File: src/rtl/io_ctrl_pkg.sv
// io_pkg: shared address map, access classification and byte-merge helper
// for the io_ctrl register block.
//
// Contents:
//   ADDR_*         word addresses of the memory-mapped registers
//   access_t       classification of one access (LEDR/LEDG/HEX/LCD/SW/BAD)
//   decode_access  maps {addr, we, NUM_HEX} to an access_t
//   byte_merge     applies a 4-bit byte-enable mask to a 32-bit word
package io_pkg;

  localparam logic [11:0] ADDR_LEDR = 12'h000;
  localparam logic [11:0] ADDR_LEDG = 12'h010;
  localparam logic [11:0] ADDR_HEX  = 12'h020;
  localparam logic [11:0] ADDR_LCD  = 12'h030;
  localparam logic [11:0] ADDR_SW   = 12'h100;

  // HEX digits are 7 bits wide; bit 7 of every byte is never stored.
  localparam logic [31:0] HEX_BYTE_MASK = 32'h7F7F_7F7F;

  typedef enum logic [2:0] {
    ACC_LEDR,
    ACC_LEDG,
    ACC_HEX,
    ACC_LCD,
    ACC_SW,
    ACC_BAD
  } access_t;

  // Writes to SW and HEX words past the configured digit count are BAD.
  function automatic access_t decode_access(input logic [11:2] word,
                                            input logic        we,
                                            input int unsigned num_hex);
    logic [11:0] a;
    access_t     acc;
    a   = {word, 2'b00};
    acc = ACC_BAD;
    if (a == ADDR_LEDR)
      acc = ACC_LEDR;
    else if (a == ADDR_LEDG)
      acc = ACC_LEDG;
    else if ((a[11:4] == ADDR_HEX[11:4]) && (32'(a[3:2]) < (num_hex / 4)))
      acc = ACC_HEX;
    else if (a == ADDR_LCD)
      acc = ACC_LCD;
    else if ((a == ADDR_SW) && !we)
      acc = ACC_SW;
    return acc;
  endfunction

  function automatic logic [31:0] byte_merge(input logic [31:0] old_w,
                                             input logic [31:0] new_w,
                                             input logic [3:0]  mask);
    logic [31:0] m;
    m[7:0]   = mask[0] ? new_w[7:0]   : old_w[7:0];
    m[15:8]  = mask[1] ? new_w[15:8]  : old_w[15:8];
    m[23:16] = mask[2] ? new_w[23:16] : old_w[23:16];
    m[31:24] = mask[3] ? new_w[31:24] : old_w[31:24];
    return m;
  endfunction

endpackage

File: src/rtl/io_ctrl_sw_debounce.sv
// sw_debounce: 2-flop synchroniser plus optional stability debouncer for a
// vector of asynchronous switch inputs.
//
// Configuration macro: IO_CTRL_DEBOUNCE_EN
//   defined   -> a change is accepted after the synchronised vector has been
//                stable (and different from the accepted value) for
//                DEBOUNCE_CYCLES consecutive cycles
//   undefined -> the synchronised vector is accepted every cycle
//
// Ports:
//   i_clk, i_reset  clock, synchronous active-high reset
//   i_sw   [W-1:0]  asynchronous inputs
//   o_sw   [W-1:0]  accepted (debounced) value, registered
//   o_evt           one-cycle pulse when o_sw changes
module sw_debounce #(
  parameter int unsigned WIDTH           = 32,
  parameter int unsigned DEBOUNCE_CYCLES = 16
) (
  input  logic             i_clk,
  input  logic             i_reset,
  input  logic [WIDTH-1:0] i_sw,
  output logic [WIDTH-1:0] o_sw,
  output logic             o_evt
);

  logic [WIDTH-1:0] r_meta;
  logic [WIDTH-1:0] r_sync;
  logic [WIDTH-1:0] r_deb;
  logic             r_evt;

`ifdef IO_CTRL_DEBOUNCE_EN
  localparam int unsigned CW = $clog2(DEBOUNCE_CYCLES);
  localparam logic [CW-1:0] CNT_LAST = CW'(DEBOUNCE_CYCLES - 1);

  logic [WIDTH-1:0] r_prev;
  logic [CW-1:0]    r_cnt;

  // The terminal count loads and clears instead of incrementing, so the
  // counter can never exceed DEBOUNCE_CYCLES-1 and never wraps.
  always_ff @(posedge i_clk) begin
    if (i_reset) begin
      r_meta <= '0;
      r_sync <= '0;
      r_prev <= '0;
      r_deb  <= '0;
      r_cnt  <= '0;
      r_evt  <= 1'b0;
    end else begin
      r_meta <= i_sw;
      r_sync <= r_meta;
      r_prev <= r_sync;
      r_evt  <= 1'b0;
      if ((r_sync != r_prev) || (r_sync == r_deb)) begin
        r_cnt <= '0;
      end else if (r_cnt == CNT_LAST) begin
        r_deb <= r_sync;
        r_cnt <= '0;
        r_evt <= 1'b1;
      end else begin
        r_cnt <= r_cnt + 1'b1;
      end
    end
  end
`else
  always_ff @(posedge i_clk) begin
    if (i_reset) begin
      r_meta <= '0;
      r_sync <= '0;
      r_deb  <= '0;
      r_evt  <= 1'b0;
    end else begin
      r_meta <= i_sw;
      r_sync <= r_meta;
      r_deb  <= r_sync;
      r_evt  <= (r_sync != r_deb);
    end
  end
`endif

  assign o_sw  = r_deb;
  assign o_evt = r_evt;

endmodule

File: src/rtl/io_ctrl.sv
// io_ctrl: memory-mapped I/O register block (LEDs, 7-segment digits, LCD
// word, debounced switches) with a single-cycle request/ack bus.
//
// Configuration macro: IO_CTRL_DEBOUNCE_EN (see sw_debounce)
//
// Ports:
//   i_clk, i_reset        clock, synchronous active-high reset
//   i_req/i_we/i_addr     access request, write flag, byte address
//   i_wdata/i_bmask       write data and byte enables
//   i_io_sw   [31:0]      asynchronous switch inputs
//   o_ack                 completion pulse, one cycle after each request
//   o_rdata   [31:0]      read data (0 for writes and errors)
//   o_err                 unmapped/illegal access flag
//   o_io_ledr/ledg/lcd    register contents
//   o_io_hex  [7*N-1:0]   digit k on bits [7k+6:7k]
//   o_sw_evt              pulse on debounced switch change
module io_ctrl
  import io_pkg::*;
#(
  parameter int unsigned NUM_HEX         = 8,
  parameter int unsigned DEBOUNCE_CYCLES = 16
) (
  input  logic                 i_clk,
  input  logic                 i_reset,
  input  logic                 i_req,
  input  logic                 i_we,
  input  logic [11:0]          i_addr,
  input  logic [31:0]          i_wdata,
  input  logic [3:0]           i_bmask,
  input  logic [31:0]          i_io_sw,
  output logic                 o_ack,
  output logic [31:0]          o_rdata,
  output logic                 o_err,
  output logic [31:0]          o_io_ledr,
  output logic [31:0]          o_io_ledg,
  output logic [31:0]          o_io_lcd,
  output logic [7*NUM_HEX-1:0] o_io_hex,
  output logic                 o_sw_evt
);

  localparam int unsigned HEX_WORDS = NUM_HEX / 4;

  logic [31:0] r_ledr;
  logic [31:0] r_ledg;
  logic [31:0] r_lcd;
  logic        r_ack;
  logic        r_err;
  logic [31:0] r_rdata;

  logic [31:0]                w_sw_deb;
  logic                       w_sw_evt;
  access_t                    w_acc;
  logic                       w_hex_wr;
  logic [HEX_WORDS:0][31:0]   w_hex_or;
  logic                       w_unused_addr;

  assign w_unused_addr = ^i_addr[1:0];

  sw_debounce #(
    .WIDTH          (32),
    .DEBOUNCE_CYCLES(DEBOUNCE_CYCLES)
  ) u_sw_debounce (
    .i_clk  (i_clk),
    .i_reset(i_reset),
    .i_sw   (i_io_sw),
    .o_sw   (w_sw_deb),
    .o_evt  (w_sw_evt)
  );

  assign w_acc    = decode_access(i_addr[11:2], i_we, NUM_HEX);
  assign w_hex_wr = i_req && i_we && (w_acc == ACC_HEX);

  // Each HEX word is its own register; the read mux is an OR chain of the
  // selected word so no variable index into the word array is needed.
  assign w_hex_or[0] = '0;
  for (genvar j = 0; j < HEX_WORDS; j++) begin : g_hex
    logic [31:0] r_word;
    logic        w_hit;

    assign w_hit = (i_addr[3:2] == 2'(j));

    always_ff @(posedge i_clk) begin
      if (i_reset)
        r_word <= '0;
      else if (w_hex_wr && w_hit)
        r_word <= byte_merge(r_word, i_wdata, i_bmask) & HEX_BYTE_MASK;
    end

    assign w_hex_or[j+1] = w_hex_or[j] | (w_hit ? r_word : '0);

    for (genvar d = 0; d < 4; d++) begin : g_digit
      assign o_io_hex[7*(4*j+d) +: 7] = r_word[8*d +: 7];
    end
  end

  always_ff @(posedge i_clk) begin
    if (i_reset) begin
      r_ledr  <= '0;
      r_ledg  <= '0;
      r_lcd   <= '0;
      r_ack   <= 1'b0;
      r_err   <= 1'b0;
      r_rdata <= '0;
    end else begin
      r_ack   <= i_req;
      r_err   <= 1'b0;
      r_rdata <= '0;
      if (i_req) begin
        case (w_acc)
          ACC_LEDR: if (i_we) r_ledr <= byte_merge(r_ledr, i_wdata, i_bmask);
                    else      r_rdata <= r_ledr;
          ACC_LEDG: if (i_we) r_ledg <= byte_merge(r_ledg, i_wdata, i_bmask);
                    else      r_rdata <= r_ledg;
          ACC_LCD:  if (i_we) r_lcd <= byte_merge(r_lcd, i_wdata, i_bmask);
                    else      r_rdata <= r_lcd;
          ACC_HEX:  if (!i_we) r_rdata <= w_hex_or[HEX_WORDS];
          ACC_SW:   r_rdata <= w_sw_deb;
          default:  r_err <= 1'b1;
        endcase
      end
    end
  end

  assign o_ack     = r_ack;
  assign o_err     = r_err;
  assign o_rdata   = r_rdata;
  assign o_io_ledr = r_ledr;
  assign o_io_ledg = r_ledg;
  assign o_io_lcd  = r_lcd;
  assign o_sw_evt  = w_sw_evt;

endmodule

File: config.mk
export PLATFORM = sky130hd
export DESIGN_NAME = io_ctrl
export DESIGN_NICKNAME = d
export VERILOG_FILES = /design/src/rtl/io_ctrl_pkg.sv /design/src/rtl/io_ctrl_sw_debounce.sv /design/src/rtl/io_ctrl.sv
export SDC_FILE = /design/constraint.sdc
export NUM_CORES = 1
export LEC_CHECK = 0
export ABC_AREA = 1
export CAP_MARGIN = 20
export CORE_UTILIZATION = 50
export CTS_CLUSTER_DIAMETER = 50
export DETAILED_ROUTE_END_ITERATION = 8
export GPL_ROUTABILITY_DRIVEN = 0
export MAX_ROUTING_LAYER = met4
export PLACE_DENSITY = 0.89
export SLEW_MARGIN = 20
export SYNTH_ARGS = -nofsm -noshare
export SYNTH_HDL_FRONTEND = slang
export SYNTH_HIERARCHICAL = 1
export SYNTH_SLANG_ARGS = --single-unit
File: constraint.sdc
create_clock -name i_clk -period 1.9 [get_ports i_clk]
set_input_delay 0.19 -clock i_clk [delete_from_list [all_inputs] [get_ports i_clk]]
set_output_delay 0.19 -clock i_clk [all_outputs]
set_load 0.005 [all_outputs]
==> flow_summary_export.csv, run 1 <==
group,metric,value,unit
synthesis,syn_nets,1690,
placed_design,dp.cells,2174,
sta,finalSetupViolCount,0,
sta,min_period,1777,ps
floorplanning,row_count,55,
global_route,grt_max_degree,151,
placed_design,pre_cts_ws,-213.8,ps
drt,dr.pass1.iters,7,
pwr,power.switching,0.002882,W
clocking,cts.clk_slew.worst_paths,60,ps
worst_setup_path,path_max_fanout,3,
worst_setup_path,crit_chain,"clkdlybuf4s50_1",
global_route,grt_pass1_wl,59.93,mm
sta,fin_ws,122.7,ps
synthesis,synth_edf_count,0,
synthesis,syn-cell-area,11550,um^2
pwr,p_seq_frac,0.478,
global_route,grt.busiest_layer,"met2",
drt,vias,12313,
final_layout,areaGrowthSynthToFinish,38.98,%
pwr,vdd_drop_max,0.6214,mV
min_path,hold_class,"in -> reg",
floorplanning,die_y,154,um
sta,fin_crit_sh,0.9354,
final_layout,instances_no_fill,2226,
synthesis,netlist_top_cells_area,"dfxtp_1 (49%), nand2_1 (11%), a21oi_1 (7.4%)",
synthesis,yosys.area_share.simple,0.2741,
clocking,htreeDepth,1,
sta,finalMaxSlewViolations,0,
synthesis,synthCells,1606,
clocking,clock_latency,550,ps
final_layout,fillers,1710,
synthesis,synth_top_area_share,0.4904,
synthesis,yosysUniqueCellTypes,30,
global_route,gr-total-overflow,0,
clocking,numCtsBuffers,30,
synthesis,yosys.area.top_type,"dfxtp_1",
synthesis,synth_adder_area_share,0,
placed_design,io_buffer_count,268,
pwr,power_leakage,6.076,nW
global_route,grt_pass1_vias,11751,
worst_setup_path,path_class,"reg -> out",
synthesis,yosysMostFrequentCell,"nand2_1",
synthesis,netlist_top_cells_count,"nand2_1 (347), dfxtp_1 (283), nor2_1 (209), inv_1 (204), a21oi_1 (170)",
synthesis,ys.flop_type,"dfxtp_1",
clocking,cts_tree,"yes",
global_route,grt_util_met1,0.3645,
pwr,internal-power,0.009805,W
synthesis,synthArstFlopShare,0,
drt,drt_wl_total,38.86,mm
outcome,status,"finished clean",
floorplanning,start_util,0.5103,
drt,drtAntennaViolNets,0,
global_route,grt_use_met3,0.07525,
pwr,clkPwrFrac,0.459,
synthesis,ys_seq_area_frac,0.4904,
sta,max_slew.worst_pin.slew,652.1,ps
sta,finalHoldViolations,0,
drt,drc,0,
drt,wire_per_inst,17.46,um
worst_setup_path,critPathRequiredTime,1710,ps
synthesis,synth_xor_area_frac,0.002274,
worst_setup_path,crit_path_max_incr_delay,560,ps
floorplanning,dieArea,23720,um^2
worst_setup_path,slowest_stage,"clkdlybuf4s50_1",
synthesis,synthMuxAreaShare,0,
worst_setup_path,cp_data_arrival_time,1590,ps
clocking,cts_root_buf,"clkbuf_16",
drt,vias_per_cell,5.531,
synthesis,ys_ff_latch,283,
drt,drt-initial-drc-count,1120,
pwr,p_comb_frac,0.063,
worst_setup_path,path_delay_family,"buffers and inverters",
floorplanning,num_io_pins,271,
sta,finalClockSkew,19.83,ps
synthesis,yosys_warnings,6,
flow_run,cap_violations,0,
worst_setup_path,path_buf_inv,1,
global_route,grt_util_all_layers,0.3306,
synthesis,syn_area_per_cell,7.193,um^2
clocking,cts_sinks,283,
worst_setup_path,startpoint_type,"register",
clocking,clockBufferDepth,3,
final_layout,nets,2006,
worst_setup_path,end_kind,"primary output",
sta,max_freq,562.6,MHz
pwr,netSwitchingFraction,0.2272,
floorplanning,fp.dieW,154,um
synthesis,synth_compound_area_frac,0.1318,
global_route,antenna_found_initial,1,
sta,tns,0,ps
sta,slew_headroom,0.5653,
placed_design,dp_hpwl,28.19,mm
global_route,grt_use_met2,0.5409,
sta,rsz0062_at_grt,"no",
floorplanning,coreArea,22640,um^2
synthesis,synth_top_family_by_area,"simple AND/OR/NAND/NOR gates",
pwr,p_per_area,790.2,nW/um^2
pwr,power,0.01269,W
final_layout,drive_gt1_frac,0.09639,
## through the flow
step           instance area [um^2]  utilization  hold WS, ps
3_3_place_gp                  15060       0.6652        390.7
3_5_place_dp                  15060       0.6652        395.7
2_1_floorplan                 11550            -        273.4
6_report                      16060       0.7091        166.6
4_1_cts                       16050       0.7090        146.8
5_1_grt                       16060       0.7091        158.3
## what timing repair did
item | 4_1_cts | 5_1_grt
hold buffers | 1 | 0
setup buffers | 0 | 0
hold endpoints to repair | 5 | 0
gates resized for setup | 0 | 0
## registers in the layout, indices dropped and copies added (netlist names)
signal                cells
g_hex.r_word             56
o_ack                     1
o_err                     1
o_io_lcd                 32
o_io_ledg                32
o_io_ledr                32
o_rdata                  32
u_sw_debounce/o_evt       1
u_sw_debounce/o_sw       32
u_sw_debounce/r_meta     32
u_sw_debounce/r_sync     32
## final cells by class
class,count,area (um^2),share of cell area
Sequential cell,283,5665,0.3529
Clock buffer,41,863.3,0.05377
Timing Repair Buffer,359,3503,0.2182
Clock inverter,9,118.9,0.007403
Multi-Input combinational cell,1032,4726,0.2943
Antenna cell,1,2.502,0.0001559
Inverter,216,819.5,0.05104
Tap cell,285,356.6,0.02221
## cells in the final DEF, fill, tap and decap left out
cell / synthesis / final
nand2_1: 347 / 347
dfxtp_1: 283 / 283
clkdlybuf4s50_1: 0 / 267
nor2_1: 209 / 207
inv_1: 204 / 203
a21oi_1: 170 / 170
o21ai_0: 124 / 124
buf_4: 7 / 80
nand3_1: 70 / 70
nand4_1: 57 / 57
clkbuf_16: 0 / 31
nand2_2: 12 / 12
nor2_4: 11 / 11
buf_12: 0 / 11
o21ai_1: 9 / 9
inv_2: 7 / 8
nor3_2: 4 / 5
clkbuf_1: 37 / 5
clkbuf_8: 0 / 5
nor2_2: 2 / 4
nand2_4: 4 / 4
clkinv_2: 3 / 4
nor3_1: 4 / 3
inv_6: 0 / 3
xor2_1: 3 / 3
clkinv_4: 1 / 2
nand3_4: 2 / 2
bufinv_16: 0 / 2
diode_2: 0 / 1
or2_4: 1 / 1
or2_1: 1 / 1
clkinv_1: 1 / 1
and3_1: 1 / 1
o22ai_1: 1 / 1
clkinvlp_4: 0 / 1
inv_8: 0 / 1
dlygate4sd3_1: 0 / 1
## cells by family after synthesis
logic type	count (synthesis)
AOI/OAI and AO/OA	304
xor gates and xnor gates	3
buffers and inverters	291
DFF	283
and+or+nand+nor	725
## power groups by stage
| stage | Clock (W) | Sequential [W] | Combinational (W) |
|---|---|---|---|
| after detailed placement | 0 | 0.00619 | 0.000770 |
| after CTS | 0.00587 | 0.00606 | 0.000783 |
| after global routing | 0.00611 | 0.00607 | 0.000861 |
| after floorplan | 0 | 0.00618 | 0.000357 |
| after global placement | 0 | 0.00619 | 0.000748 |
| final | 0.00583 | 0.00606 | 0.000797 |
## worst paths after layout
kind	depth (start not counted)	from	to	slack, ps
worst min register to register	2	u_sw_debounce/r_meta[29]$_SDFF_PP0_	u_sw_debounce/r_sync[29]$_SDFF_PP0_	400
worst max-delay path	1	o_io_ledr[23]$_SDFFE_PP0P_	o_io_ledr[23]	120
worst max register to register	6	g_hex[0].r_word[22]$_SDFFE_PP0P_	o_rdata[22]$_SDFF_PP0_	630
worst min-delay path	3	i_io_sw[19]	u_sw_debounce/r_meta[19]$_SDFF_PP0_	170
## routing by layer
metal / share of wire / wire (um)
met2: 0.47 / 18170
met5: 0 / 0
met1: 0.37 / 14190
met4: 0.066 / 2570
met3: 0.10 / 3934
Power figures use the tool's default switching activity.
==> run 2: changes to the inputs <==
Settings changed: GPL_ROUTABILITY_DRIVEN 0 to 1.
==> run 2 against run 1 <==
Against the previous run:
- cell area rose by 0.49%
- die area did not move
- critical path type unchanged
- clock power increased by 4.5%
- largest cell class unchanged
- worst hold slack lost 27 ps
- via count fell by 0.58%
- register-to-register slack hardly changed
- critical path depth did not move
- clock skew is 9.6 ps lower
- worst setup slack worse by 13 ps
- total power rose by 2.1%
==> flow_summary_export.csv, run 2 (synthesis gave the netlist of run 1 again) <==
group,metric,value,unit
clocking,clockBufferDepth,3,
final_layout,mostFrequentLayoutCells,"nand2_1 (347), dfxtp_1 (283), clkdlybuf4s50_1 (267), nor2_1 (207), inv_1 (203)",
worst_setup_path,worst_r2r_path_depth,6,
worst_setup_path,timing.rr.start,"g_hex[0].r_word[12]$_SDFFE_PP0P_",
global_route,antenna_found_initial,1,
placed_design,gp_congestion,0.9408,
worst_setup_path,slowest_stage,"clkdlybuf4s50_1",
sta,slew_headroom,0.5594,
pwr,p_per_area,802.9,nW/um^2
clocking,numCtsBuffers,31,
placed_design,dp_hpwl,28.28,mm
worst_setup_path,end_kind,"primary output",
drt,vias,12242,
sta,max_slew.worst_pin.slew,660.9,ps
worst_setup_path,reg2reg_to,"o_rdata[12]$_SDFF_PP0_",
clocking,clock_latency,560,ps
worst_setup_path,path_max_fanout,3,
worst_setup_path,startpoint_type,"register",
clocking,hold_buffers,1,
sta,whs,139.4,ps
pwr,power_leakage,6.123,nW
sta,finalMaxSlewViolations,0,
final_layout,final_area,16130,um^2
floorplanning,row_count,55,
final_layout,top_register,"g_hex.r_word",
global_route,grt_pass1_wl,59.80,mm
sta,finalHoldViolations,0,
final_layout,instances_no_fill,2236,
worst_setup_path,critPathRequiredTime,1710,ps
clocking,cts_setup_buffers,0,
clocking,cts_tree,"yes",
floorplanning,num_io_pins,271,
clocking,cts_root_buf,"clkbuf_16",
min_path,whs_path_depth,3,
global_route,grt_max_degree,151,
flow_run,cap_violations,0,
drt,drtAntennaViolNets,0,
placed_design,place_area,15070,um^2
worst_setup_path,r2r_setup_slack,630,ps
sta,max_freq,558.6,MHz
outcome,status,"finished clean",
worst_setup_path,crit_chain,"clkdlybuf4s50_1",
clocking,htreeDepth,1,
sta,rsz0062_at_grt,"no",
final_layout,fin_util,0.7126,
worst_setup_path,path_depth,1,
drt,drc,0,
floorplanning,coreArea,22640,um^2
worst_setup_path,cp_data_arrival_time,1600,ps
floorplanning,die_y,154,um
drt,wire_per_inst,17.44,um
drt,drt_wl_total,38.99,mm
placed_design,dp.cells,2178,
final_layout,areaGrowthSynthToFinish,39.66,%
sta,min_period,1790,ps
worst_setup_path,crit_path_max_incr_delay,570,ps
global_route,grt_pass1_vias,11506,
final_layout,drive_gt1_frac,0.1026,
floorplanning,dieArea,23720,um^2
drt,drt-initial-drc-count,1284,
final_layout,largest_reg_flops,56,
clocking,cts_resized,0,
pwr,vdd_drop_max,0.6080,mV
drt,dr.pass1.iters,6,
drt,vias_per_cell,5.475,
clocking,cts_sinks,283,
worst_setup_path,path_class,"reg -> out",
min_path,hold_path.startpoint,"i_io_sw[6]",
sta,fin_crit_sh,0.9421,
worst_setup_path,path_delay_family,"buffers and inverters",
clocking,cts.clk_slew.worst_paths,60,ps
sta,tns,0,ps
final_layout,final_common_cell,"nand2_1",
min_path,hold-path-endpoint,"u_sw_debounce/r_meta[6]$_SDFF_PP0_",
floorplanning,start_util,0.5103,
global_route,grt_util_all_layers,0.3319,
sta,finalSetupViolCount,0,
placed_design,io_buffer_count,268,
worst_setup_path,path_buf_inv,1,
floorplanning,fp.dieW,154,um
global_route,gr-total-overflow,0,
sta,finalClockSkew,10.20,ps
min_path,hold_class,"in -> reg",
final_layout,nets,2011,
-- run 2: cell types whose count changed in the layout (fill, tap and decap cells not counted), sizes merged --
cell      previous run  this run
inv                215       213
clkinv               7        12
clkbuf              41        42
clkinvlp             1         3
buf                 91        95
-- run 2: worst max-delay path by stage --
stage | startpoint | endpoint | slack, ps
after global routing | o_io_ledr[23]$_SDFFE_PP0P_ | o_io_ledr[23] | 100
final | o_io_ledr[23]$_SDFFE_PP0P_ | o_io_ledr[23] | 110
after detailed placement | i_addr[3] | o_rdata[12]$_SDFF_PP0_ | -300
after floorplan | i_addr[11] | o_io_ledr[13]$_SDFFE_PP0P_ | 480
after global placement | i_addr[3] | o_rdata[12]$_SDFF_PP0_ | -280
after CTS | o_io_ledr[23]$_SDFFE_PP0P_ | o_io_ledr[23] | 120
-- run 2: worst min-delay path, stage by stage --
cell and delay (ps):
clkdlybuf4s50_1 390, inv_1 50, nor2_1 30
-- run 2: final cells by class --
type | count | area (um^2)
clock buffer | 42 | 907.1
antenna | 1 | 2.502
tap | 285 | 356.6
fill | 1662 | 6506
sequential | 283 | 5665
inverter | 216 | 819.5
timing repair buffer | 363 | 3508
multi-input combinational | 1032 | 4726
clock inverter | 14 | 148.9
-- run 2: report_power, final --
group / switching [W] / internal, W / leakage [nW] / total, W
Sequential: 0.0000408 / 0.00602 / 2.30 / 0.00606
Clock: 0.00247 / 0.00362 / 0.516 / 0.00609
Combinational: 0.000462 / 0.000339 / 3.31 / 0.000801
Total: 0.00298 / 0.00998 / 6.12 / 0.0130
-- run 2: metal layers --
layer | track usage | vias up | share of wire
li1 | - | 5745 | -
met1 | 0.3861 | 5641 | 0.38
met2 | 0.5403 | 699 | 0.47
met3 | 0.05693 | 157 | 0.093
met4 | 0.1933 | 0 | 0.060
met5 | - | - | 0
-- run 2: per-stage QoR --
step / setup slack [ps] / power [W]
2_1_floorplan: 480.4 / 0.006537
3_3_place_gp: -279.2 / 0.006939
3_5_place_dp: -301.1 / 0.006964
4_1_cts: 118.9 / 0.01298
5_1_grt: 100.8 / 0.01331
6_report: 109.9 / 0.01295
==> run 3: changes to the inputs <==
Settings changed: GPL_TIMING_DRIVEN set to 1, TNS_END_PERCENT set to 5.
==> results of run 3 <==
The final DEF is identical to that of run 2; final timing and power are the same.
